File: src/rtl/bin_power_accum.sv
// Per-bin power accumulator: sums signed product terms with saturation, then scales
// and clamps each bin sum to an unsigned pixel delivered over valid/ready.
module bin_power_accum #(
    parameter int IN_W  = 32,
    parameter int ACC_W = 40,
    parameter int OUT_W = 8,
    parameter int SHIFT = 16,
    parameter int BINS  = 64
) (
    input  logic                     clk,
    input  logic                     reset_n,
    input  logic                     prod_valid,
    output logic                     prod_ready,
    input  logic [IN_W-1:0]          prod,
    input  logic                     prod_last,
    output logic                     pix_valid,
    input  logic                     pix_ready,
    output logic [OUT_W-1:0]         pix,
    output logic [$clog2(BINS)-1:0]  pix_bin,
    output logic                     pix_eol,
    output logic                     ovf_sticky,
    input  logic                     clear_ovf
);
    localparam int BIN_W = $clog2(BINS);
    localparam logic [0:0] S_EMPTY = 1'b0;
    localparam logic [0:0] S_ACCUM = 1'b1;

    logic [0:0]              state_q, state_d;
    logic signed [ACC_W-1:0] acc_q, acc_d;
    logic                    pix_valid_q, pix_valid_d;
    logic [OUT_W-1:0]        pix_q, pix_d;
    logic [BIN_W-1:0]        pix_bin_q, pix_bin_d;
    logic                    pix_eol_q, pix_eol_d;
    logic                    ovf_q, ovf_d;
    logic [BIN_W-1:0]        bin_cnt_q, bin_cnt_d;

    logic                    accept;
    logic signed [ACC_W-1:0] acc_base;
    logic [ACC_W:0]          sum_wide;
    logic                    sat;
    logic signed [ACC_W-1:0] sum;
    logic signed [ACC_W-1:0] scaled;
    logic                    clamp;

    always_comb begin
        prod_ready = !pix_valid_q | pix_ready;
        accept     = prod_valid & prod_ready;
        // EMPTY means no term taken yet, so the base is zero regardless of acc_q
        acc_base   = (state_q == S_ACCUM) ? acc_q : '0;
        sum_wide   = {acc_base[ACC_W-1], acc_base} + {{(ACC_W+1-IN_W){prod[IN_W-1]}}, prod};
        sat        = sum_wide[ACC_W] ^ sum_wide[ACC_W-1];
        if (sat)
            sum = sum_wide[ACC_W] ? {1'b1, {(ACC_W-1){1'b0}}} : {1'b0, {(ACC_W-1){1'b1}}};
        else
            sum = sum_wide[ACC_W-1:0];
        scaled = sum >>> SHIFT;
        clamp  = |scaled[ACC_W-1:OUT_W];
    end

    always_comb begin
        state_d     = state_q;
        acc_d       = acc_q;
        pix_valid_d = pix_valid_q & !pix_ready;
        pix_d       = pix_q;
        pix_bin_d   = pix_bin_q;
        pix_eol_d   = pix_eol_q;
        bin_cnt_d   = bin_cnt_q;
        ovf_d       = clear_ovf ? 1'b0 : ovf_q;
        if (accept) begin
            if (sat)
                ovf_d = 1'b1;
            if (prod_last) begin
                state_d     = S_EMPTY;
                acc_d       = '0;
                pix_valid_d = 1'b1;
                pix_bin_d   = bin_cnt_q;
                pix_eol_d   = (bin_cnt_q == BIN_W'(BINS-1));
                bin_cnt_d   = bin_cnt_q + BIN_W'(1);
                if (sum[ACC_W-1]) begin
                    pix_d = '0;
                end else if (clamp) begin
                    pix_d = '1;
                    ovf_d = 1'b1;
                end else begin
                    pix_d = scaled[OUT_W-1:0];
                end
            end else begin
                state_d = S_ACCUM;
                acc_d   = sum;
            end
        end
    end

    always_ff @(posedge clk or negedge reset_n) begin
        if (!reset_n) begin
            state_q     <= S_EMPTY;
            acc_q       <= '0;
            pix_valid_q <= 1'b0;
            pix_q       <= '0;
            pix_bin_q   <= '0;
            pix_eol_q   <= 1'b0;
            ovf_q       <= 1'b0;
            bin_cnt_q   <= '0;
        end else begin
            state_q     <= state_d;
            acc_q       <= acc_d;
            pix_valid_q <= pix_valid_d;
            pix_q       <= pix_d;
            pix_bin_q   <= pix_bin_d;
            pix_eol_q   <= pix_eol_d;
            ovf_q       <= ovf_d;
            bin_cnt_q   <= bin_cnt_d;
        end
    end

    assign pix_valid  = pix_valid_q;
    assign pix        = pix_q;
    assign pix_bin    = pix_bin_q;
    assign pix_eol    = pix_eol_q;
    assign ovf_sticky = ovf_q;
endmodule

File: config.mk
export PLATFORM = sky130hd
export DESIGN_NAME = bin_power_accum
export DESIGN_NICKNAME = d
export VERILOG_FILES = /design/src/rtl/bin_power_accum.sv
export SDC_FILE = /design/constraint.sdc
export NUM_CORES = 1
export LEC_CHECK = 0
export BUFFER_PORTS_ARGS = -buffer_cell sky130_fd_sc_hd__buf_2
export CAP_MARGIN = 30
export CORE_UTILIZATION = 40
export CTS_CLUSTER_DIAMETER = 200
export DETAILED_ROUTE_END_ITERATION = 6
export PLACE_DENSITY = 0.62
export SLEW_MARGIN = 10
export SYNTH_ARGS = -nofsm -noshare
export SYNTH_HDL_FRONTEND = slang
export SYNTH_SLANG_ARGS = --single-unit
File: constraint.sdc
create_clock -name clk -period 14.52 [get_ports clk]
set_clock_uncertainty 0.2 [all_clocks]
set_input_delay 2.178 -clock clk [delete_from_list [all_inputs] [get_ports clk]]
set_output_delay 2.178 -clock clk [all_outputs]
set_load 0.005 [all_outputs]
# Yosys cells after proc, flatten, opt, wreduce, memory -nomap -nowiden
# Cells that the tools add are included.
totals:
  input_bits: 38
  register_bits: 64
  elab_cells: 34
  out_inout_bits: 18
op_classes:
  n_mux: 15
  bitwise_logic: 4
  add_sub_neg: 2
  n_eq_ne: 1
  reduce_logical: 4
op_table:
  columns: ["cell", "count"]
  rows:
  - ["40-bit two-way mux", 4]
  - ["40-bit by 32-bit adder with 41-bit output", 1]
  - ["8-bit two-way mux", 2]
  - ["16-bit OR reduction", 1]
  - ["1-bit two-way mux", 9]
  - ["6-bit by 1-bit adder with 6-bit output (second input constant)", 1]
  - ["6-bit equality test (second input constant)", 1]
  - ["1-bit bitwise AND", 2]
  - ["1-bit zero test", 2]
  - ["2-bit AND reduction", 1]
  - ["1-bit OR", 1]
  - ["1-bit bitwise XOR", 1]

# Logic depth before layout (Yosys ltp)
# Gate-level depths: netlist (run 1).
logic_depth:
  word_depth: 9
  depth_mapped: 23
  mapped_depth_nobuf: 20

# Worst setup path before layout (run 1)
# No wires, ideal clock.
synth_path:
  kind: "input to register"
  startpoint: "input prod[24]"
  endpoint: "register pix_q[5], in the netlist pix[5]"
  arrival_ns: 5.974
  path_stages: 17
  setup_time_ns: 0.124
  path_buffers: 2
  path_slack_ns: 8.222
  required_ns: 14.196
  path_cell_list: "ha_1 nand2_1 nor4_2 a21oi_1 a21oi_1 a31oi_1 o311ai_0 a21oi_1 xnor2_1 ha_1 clkbuf_1 or4_1 o2bb2a_1 nand4_1 o31a_1 buf_6 a211o_1"
synth_via:
  elab_chain_len: 6
  elab_cells_between_ends: 7
  classes_between: "1 x add/sub; 4 x mux; 1 x bitwise; 1 x reduce/logical"
synth_lines:
  columns: ["item", "line_no", "source"]
  rows:
  - ["from (decl)", "14", "input logic [IN_W-1:0] prod,"]
  - ["40-bit by 32-bit adder with 41-bit output (*)", "50", "sum_wide = {acc_base[ACC_W-1], acc_base} + {{(ACC_W+1-IN_W){prod[IN_W-1]}}, prod};"]
  - ["40-bit two-way mux / 1-bit bitwise XOR (equally long branches)", "53, 51", null]
  - ["40-bit two-way mux (*)", "52", "if (sat)"]
  - ["16-bit OR reduction", "57", "clamp = |scaled[ACC_W-1:OUT_W];"]
  - ["8-bit two-way mux", "81", "end else if (clamp) begin"]
  - ["8-bit two-way mux (*)", "79", "if (sum[ACC_W-1]) begin"]
  - ["to (signal assigned)", "108", "pix_q <= pix_d;"]
  - ["to (decl)", "31", "logic [OUT_W-1:0] pix_q, pix_d;"]
# Every way passes the cells marked *; elsewhere a longest branch is shown, timed or not.
# A chain may end at the register's enable or synchronous reset.

# Worst setup path after layout (run 1)
layout_path:
  startpoint: "input prod[24]"
  endpoint: "register pix_q[6], in the netlist pix[6]"
# Same word-level chain as after synthesis.

==> flow_metrics.py, run 1 <==
metrics = {
    "grt": {
        "grt_pass1_wl_um": 26390,
        "use_met2_pct": 36.06,
        "grt_pass1_vias": 4961,
        "antenna_found_initial": 0,
        "grt_remaining_overflow": 0,
        "grtUsageMet3_pct": 3.779,
        "track_usage_pct": 24.13,
        "globalRouteMet1Util_pct": 35.18,
        "grt-busiest-layer": "met2",
        "grt_max_degree": 65,
    },
    "synthesis": {
        "synth.distinct_cells": 64,
        "synth-main-ff-cell": "dfrtp_1",
        "synth_area_um2": 5333,
        "synthCells": 667,
        "synth_area_per_cell_um2": 7.995,
        "ys_warn_count": 0,
        "ys_seq_elements": 64,
        "syn_nets": 749,
        "ys_seq_area_share_pct": 30.03,
        "synthArstFlopShare_pct": 100.0,
        "synth_edf_count": 0,
    },
    "cts": {
        "h-tree-depth": 3,
        "post-cts-setup-buffer-count": 0,
        "ctsHoldBuffers": 0,
        "cts_tree": "built",
        "insertion_delay_ns": 0.35,
        "cts-root-buf": "clkbuf_16",
        "cts_inserted_buffers": 9,
        "clkTransAtPathRegs_ns": 0.06,
        "ctsLongestPathBuffers": 2,
        "cts_sinks": 64,
        "post_cts_resized": 0,
    },
    "floorplanning": {
        "dieArea_um2": 13800,
        "core_area_um2": 12820,
        "fp.dieW_um": 117.5,
        "initial_core_util_pct": 41.58,
        "ios": 56,
        "die_h_um": 117.5,
        "row_count": 41,
    },
    "job": {
        "maxCapViolCount": 0,
    },
    "place": {
        "dp_hpwl_um": 11830,
        "gp_congestion": 0.9672,
        "io_buffer_count": 55,
        "place_ws_ns": 7.409,
    },
    "setup_path": {
        "rr_endpoint": "pix[6]",
        "crit_top_cell": "a21oi_1",
        "crit_chain": "buf_2, ha_1, nand2_1, nor4_2, a21oi_1, a21oi_1, a31oi_1, o311ai_0, a21oi_1, xnor2_1, ha_1, buf_4, nor2_1, nand3_1, nor2_1, o31ai_1, nor4b_4, nand4_1, o31a_1, a221o_1",
        "required_ns": 14.54,
        "startpoint_type": "primary input",
        "crit_type": "primary input to register",
        "critPathMaxFanout": 46,
        "worstRegToRegCells": 21,
        "r2r-start": "state_q",
        "rrSetupSlack_ns": 8.77,
        "worstPathArrival_ns": 6.87,
        "cp_slowest_stage_delay_ns": 0.49,
        "slowest_stage": "nor4_2",
        "endpoint_kind": "register",
    },
    "pwr": {
        "p_total_uw": 1204,
        "p_leak_uw": 0.002833,
        "p_per_area_nw_per_um2": 198.7,
        "vdd_drop_max_v": 0.00007944,
    },
    "detailed_routing": {
        "vias_per_cell": 5.807,
        "drcViolationCount": 0,
        "avgRoutedWirePerCell_um": 18.01,
        "first_pass_iters": 5,
        "vias": 5157,
        "antenna_left": 0,
        "routed_wl_um": 15990,
        "drt_iter0_drc": 323,
    },
    "final_layout": {
        "final_common_cell": "nand2_1",
        "syn_to_final_growth_pct": 13.59,
        "n_antenna_cell": 0,
        "fin_nets": 793,
        "layout_common_cells": "nand2_1 (101), nor2_1 (67), dfrtp_1 (64)",
        "drive_above_1_share_pct": 12.43,
    },
    "min_path": {
        "min_path_type": "register to register",
        "min-delay-start": "pix_bin[5]",
        "hold_end": "pix_bin[5]",
        "hold_depth": 2,
    },
    "timing": {
        "fin_setup_tns_ns": 0,
        "worst_slew_pin_slew_ns": 0.9078,
        "setup_slack_ns": 7.676,
        "min_period_over_period_pct": 47.14,
        "slew_headroom_pct": 39.25,
        "finalCriticalPeriod_ns": 6.844,
        "hold_violations": 0,
        "fmax_mhz": 146.1,
        "slew_viol_final": 0,
        "grt_setup_unrepaired": "false",
        "finalSetupViolCount": 0,
    },
    "run_status": {
        "status": "complete, no violations",
    },
}
==> layer usage <==
metal,vias to the layer above,routed length (um)
met5,-,0
met4,0,253
met1,2483,7985
met3,20,966
met2,156,6786
li1,2498,-
==> registers in the layout, indices dropped and copies added, names as in the netlist <==
signal	flops
pix	8
pix_valid	1
pix_bin	6
pix_eol	1
acc_q	40
state_q	1
bin_cnt_q	6
ovf_sticky	1
==> critical path, delay by kind of cell <==
kind	cells	cell delay, ns
AOI/OAI and AO/OA	8	1.90
xor gates and xnor gates	1	0.22
adders and majority gates	2	0.68
buffers and inverters	2	0.39
and+or+nand+nor	7	1.49
==> power breakdown <==
group          leakage (uW)  internal (uW)  switching (uW)
Sequential         0.000819            251            43.4
Clock              0.000141            138            90.0
Combinational       0.00187            254             428
Total               0.00283            642             562
==> kinds of logic (layout without fill, tap and decap cells) <==
logic type / after synthesis / in the layout / share of synthesized area [%]
AO/OA/AOI/OAI: 200 / 200 / 24.47
XOR/XNOR: 35 / 35 / 5.748
AND/OR/NAND/NOR: 285 / 285 / 26.09
buffers and inverters: 37 / 86 / 2.816
multiplexers: 2 / 2 / 0.3754
flip-flops: 64 / 64 / 30.03
adder cells (fa/ha/maj): 44 / 44 / 10.46
==> synthesized netlist by cell type, drive strengths merged (11+ instances only) <==
| library cell | number | area [um^2] |
|---|---|---|
| nand2 | 101 | 379.1 |
| xor2 | 17 | 148.9 |
| xnor2 | 18 | 157.7 |
| clkbuf | 23 | 86.33 |
| ha | 43 | 538.0 |
| a21o | 15 | 112.6 |
| a22o | 11 | 96.34 |
| and2 | 45 | 282.8 |
| o21ai | 67 | 335.3 |
| a21oi | 47 | 235.2 |
| dfrtp | 64 | 1602 |
| nor2 | 67 | 251.5 |
| nand4 | 14 | 87.58 |
| nand3 | 16 | 80.08 |
==> stage by stage <==
| stage | area (um^2) | hold WS, ns | std cells | utilization (%) |
|---|---|---|---|---|
| after global placement | 5741 | 0.2553 | 871 | 44.76 |
| final | 6057 | 0.2721 | 888 | 47.23 |
| after detailed placement | 5741 | 0.2597 | 871 | 44.76 |
| after floorplan | 5333 | 0.2356 | 667 | - |
| after CTS | 6046 | 0.2765 | 887 | 47.14 |
| after global routing | 6057 | 0.2866 | 888 | 47.23 |
==> worst max-delay path by stage <==
stage | startpoint | to | cells after the start
5_1_grt | prod[22] | pix[5] | 20
6_report | prod[24] | pix[6] | 20
3_5_place_dp | prod[24] | ovf_sticky | 20
4_1_cts | prod[24] | pix[6] | 20
3_3_place_gp | prod[24] | pix[5] | 17
2_1_floorplan | prod[24] | pix[5] | 17
==> final cells by class <==
type                       count  area, um^2
tap                          172       215.2
sequential                    64        1602
inverter                      10       37.54
fill                        1322        6768
clock inverter                 6       66.31
timing repair buffer          60       316.6
multi-input combinational    566        3581
clock buffer                  10       239.0
Power figures use the tool's default switching activity.
==> run 2, diff against run 1 <==
- ABC_AREA: default -> 1
- PLACE_DENSITY: 0.62 -> 0.61
- clock period: 14.52 -> 6.7 ns (I/O delays scaled with it)
==> run 2 against run 1 <==
Synthesized cell count rose by 54%; sequential share of layout area fell by 3.2 points; die area rose by 15%; setup slack got worse by 6.4 ns; combinational power rose by 61%; cell area rose by 14%; cell count rose by 42%; non-clock buffer count did not move; critical path depth rose by 5; routed wire length rose by 16%; clock power rose by 110%.
==> flow_metrics.py, run 2 <==
metrics = {
    "run_status": {
        "status": "complete, no violations",
    },
    "grt": {
        "grt_pass1_vias": 5943,
        "grt_remaining_overflow": 0,
        "antenna_found_initial": 0,
        "grt_pass1_wl_um": 30120,
        "track_usage_pct": 24.21,
        "grt_max_degree": 65,
    },
    "place": {
        "gp_congestion": 0.9789,
        "dp_hpwl_um": 14730,
        "place_ws_ns": 1.314,
        "io_buffer_count": 55,
    },
    "final_layout": {
        "largest_reg_flops": 40,
        "fin_nets": 1155,
        "syn_to_final_growth_pct": 12.16,
        "layout_common_cells": "nand2_1 (398), inv_1 (202), nor2_1 (66)",
        "fin_util_pct": 46.79,
        "top_register": "acc_q",
        "n_antenna_cell": 0,
        "drive_above_1_share_pct": 8.998,
        "final_common_cell": "nand2_1",
        "n_fill_cell": 1593,
    },
    "floorplanning": {
        "dieArea_um2": 15890,
        "core_area_um2": 14750,
        "die_h_um": 126.0,
        "initial_core_util_pct": 41.71,
        "fp.dieW_um": 126.0,
        "ios": 56,
        "row_count": 44,
    },
    "setup_path": {
        "endpoint_kind": "register",
        "crit_top_cell": "nand2_1",
        "slowest_stage": "dfrtp_1",
        "rrSetupSlack_ns": 1.30,
        "worstPathArrival_ns": 5.42,
        "cp_slowest_stage_delay_ns": 0.80,
        "startpoint_type": "register",
        "required_ns": 6.72,
        "crit_type": "register to register",
        "critPathMaxFanout": 21,
    },
    "synthesis": {
        "synthTopCellsByCount": "nand2_1 (398), inv_1 (202), nor2_1 (66), dfrtp_1 (64), o21ai_0 (59)",
        "synth_edf_count": 0,
        "ys_seq_area_share_pct": 26.02,
        "synth_top_area_cell": "dfrtp_1",
        "synth_area_um2": 6155,
        "ys_seq_elements": 64,
        "syn_nets": 1106,
        "synth_area_per_cell_um2": 6.010,
        "synthArstFlopShare_pct": 100.0,
        "synth-main-ff-cell": "dfrtp_1",
        "synthCells": 1024,
        "synth.distinct_cells": 36,
        "yosysMostFrequentCell": "nand2_1",
        "synth_top_area_share_pct": 26.02,
        "ys_warn_count": 0,
        "synthTopCellsByArea": "dfrtp_1 (26%), nand2_1 (24%), inv_1 (12%)",
    },
    "cts": {
        "clkTransAtPathRegs_ns": 0.06,
        "cts-root-buf": "clkbuf_16",
        "h-tree-depth": 3,
        "post-cts-setup-buffer-count": 0,
        "ctsLongestPathBuffers": 2,
        "post_cts_resized": 0,
        "cts_sinks": 64,
        "ctsHoldBuffers": 0,
        "insertion_delay_ns": 0.34,
        "cts_tree": "built",
        "cts_inserted_buffers": 9,
    },
    "timing": {
        "worst_slew_pin_slew_ns": 0.8377,
        "slew_headroom_pct": 44.15,
        "hold_violations": 0,
        "finalCriticalPeriod_ns": 5.396,
        "grt_setup_unrepaired": "false",
        "slew_viol_final": 0,
        "setup_slack_ns": 1.304,
        "finalSetupViolCount": 0,
        "fin_setup_tns_ns": 0,
        "min_period_over_period_pct": 80.54,
        "fmax_mhz": 185.3,
        "finalHoldWorstSlack_ns": 0.2671,
    },
    "detailed_routing": {
        "drt_iter0_drc": 540,
        "wl_met3_um": 1473,
        "highest_layer": "met4",
        "vias_per_cell": 5.071,
        "wl_met2_um": 7607,
        "wl_met1_um": 9150,
        "vias": 6400,
        "drcViolationCount": 0,
        "first_pass_iters": 7,
        "routed_wl_um": 18600,
        "antenna_left": 0,
        "avgRoutedWirePerCell_um": 14.73,
    },
    "pwr": {
        "vdd_drop_max_v": 0.0002278,
        "switching_power_uw": 1018,
        "p_per_area_nw_per_um2": 320.6,
        "intPower_uw": 1196,
        "p_total_uw": 2213,
        "switching_share_pct": 45.98,
        "p_seq_share_pct": 28.4,
        "p_leak_uw": 0.004306,
        "pwr-share-comb_pct": 49.6,
        "p_clk_share_pct": 21.9,
    },
    "min_path": {
        "min_path_type": "register to register",
    },
    "job": {
        "maxCapViolCount": 0,
    },
}
-- run 2: changes by cell type in the layout (fill, tap and decap cells not counted), sizes merged, moves of 15 or more --
| cell | previous run | this run |
|---|---|---|
| nand2 | 101 | 405 |
| inv | 11 | 205 |
| and2 | 45 | 1 |
| nand3 | 16 | 50 |
| xnor2 | 18 | 1 |
| a32o | 2 | 17 |
-- run 2: routing by layer --
layer | vias to the layer above | global-route usage [%]
met5 | - | 0
met1 | 2875 | 35.76
li1 | 3258 | -
met3 | 32 | 3.398
met4 | 0 | 7.300
met2 | 235 | 36.30
-- run 2: power groups by stage --
stage               Combinational, uW  Sequential (uW)  Clock [uW]
finish                           1100              629         486
global route                     1240              649         510
CTS                              1090              629         493
detailed placement               1080              634           0
global placement                 1080              632           0
floorplan                         778              615           0
-- run 2: worst paths after layout --
path                                    to  depth (start not counted)       start
min in group asynchronous         acc_q[2]                          2     reset_n
worst min register to register  pix_bin[1]                          2  pix_bin[1]
worst max-delay path                pix[6]                         25     state_q
worst max register to register      pix[6]                         25     state_q
max in group asynchronous        acc_q[12]                          2     reset_n
worst min-delay path            pix_bin[1]                          2  pix_bin[1]
-- run 2: logic make-up after synthesis --
family | after synthesis | synth area share (%)
AND/OR/NAND/NOR | 544 | 35.96
buffers and inverters | 225 | 14.01
AO/OA/AOI/OAI | 129 | 12.38
flip-flops | 64 | 26.02
adder cells (fa/ha/maj) | 44 | 9.067
XOR/XNOR | 18 | 2.561
-- run 2: final cells by class --
| cell class | count | area [um^2] | area share (%) |
|---|---|---|---|
| repair buffers | 60 | 312.8 | 4.531 |
| inverters | 203 | 762.0 | 11.04 |
| multi-input cells | 735 | 3691 | 53.47 |
| flip-flops and latches | 64 | 1602 | 23.20 |
| well taps | 184 | 230.2 | 3.335 |
| clock buffers | 9 | 225.2 | 3.263 |
| clock inverters | 7 | 80.08 | 1.160 |
-- run 2: stage by stage --
step	area (um^2)	cells
5_1_grt	6903	1262
3_3_place_gp	6598	1246
2_1_floorplan	6155	1024
4_1_cts	6903	1262
6_report	6903	1262
3_5_place_dp	6598	1246
-- run 2: critical path: cells and delay by family, from the launching register on --
family | cells | cell delay, ns
DFF | 1 | 0.80
AOI/OAI and AO/OA | 1 | 0.19
and+or+nand+nor | 16 | 1.86
xor gates and xnor gates | 1 | 0.19
buffers and inverters | 5 | 1.24
adders and majority gates | 2 | 0.77
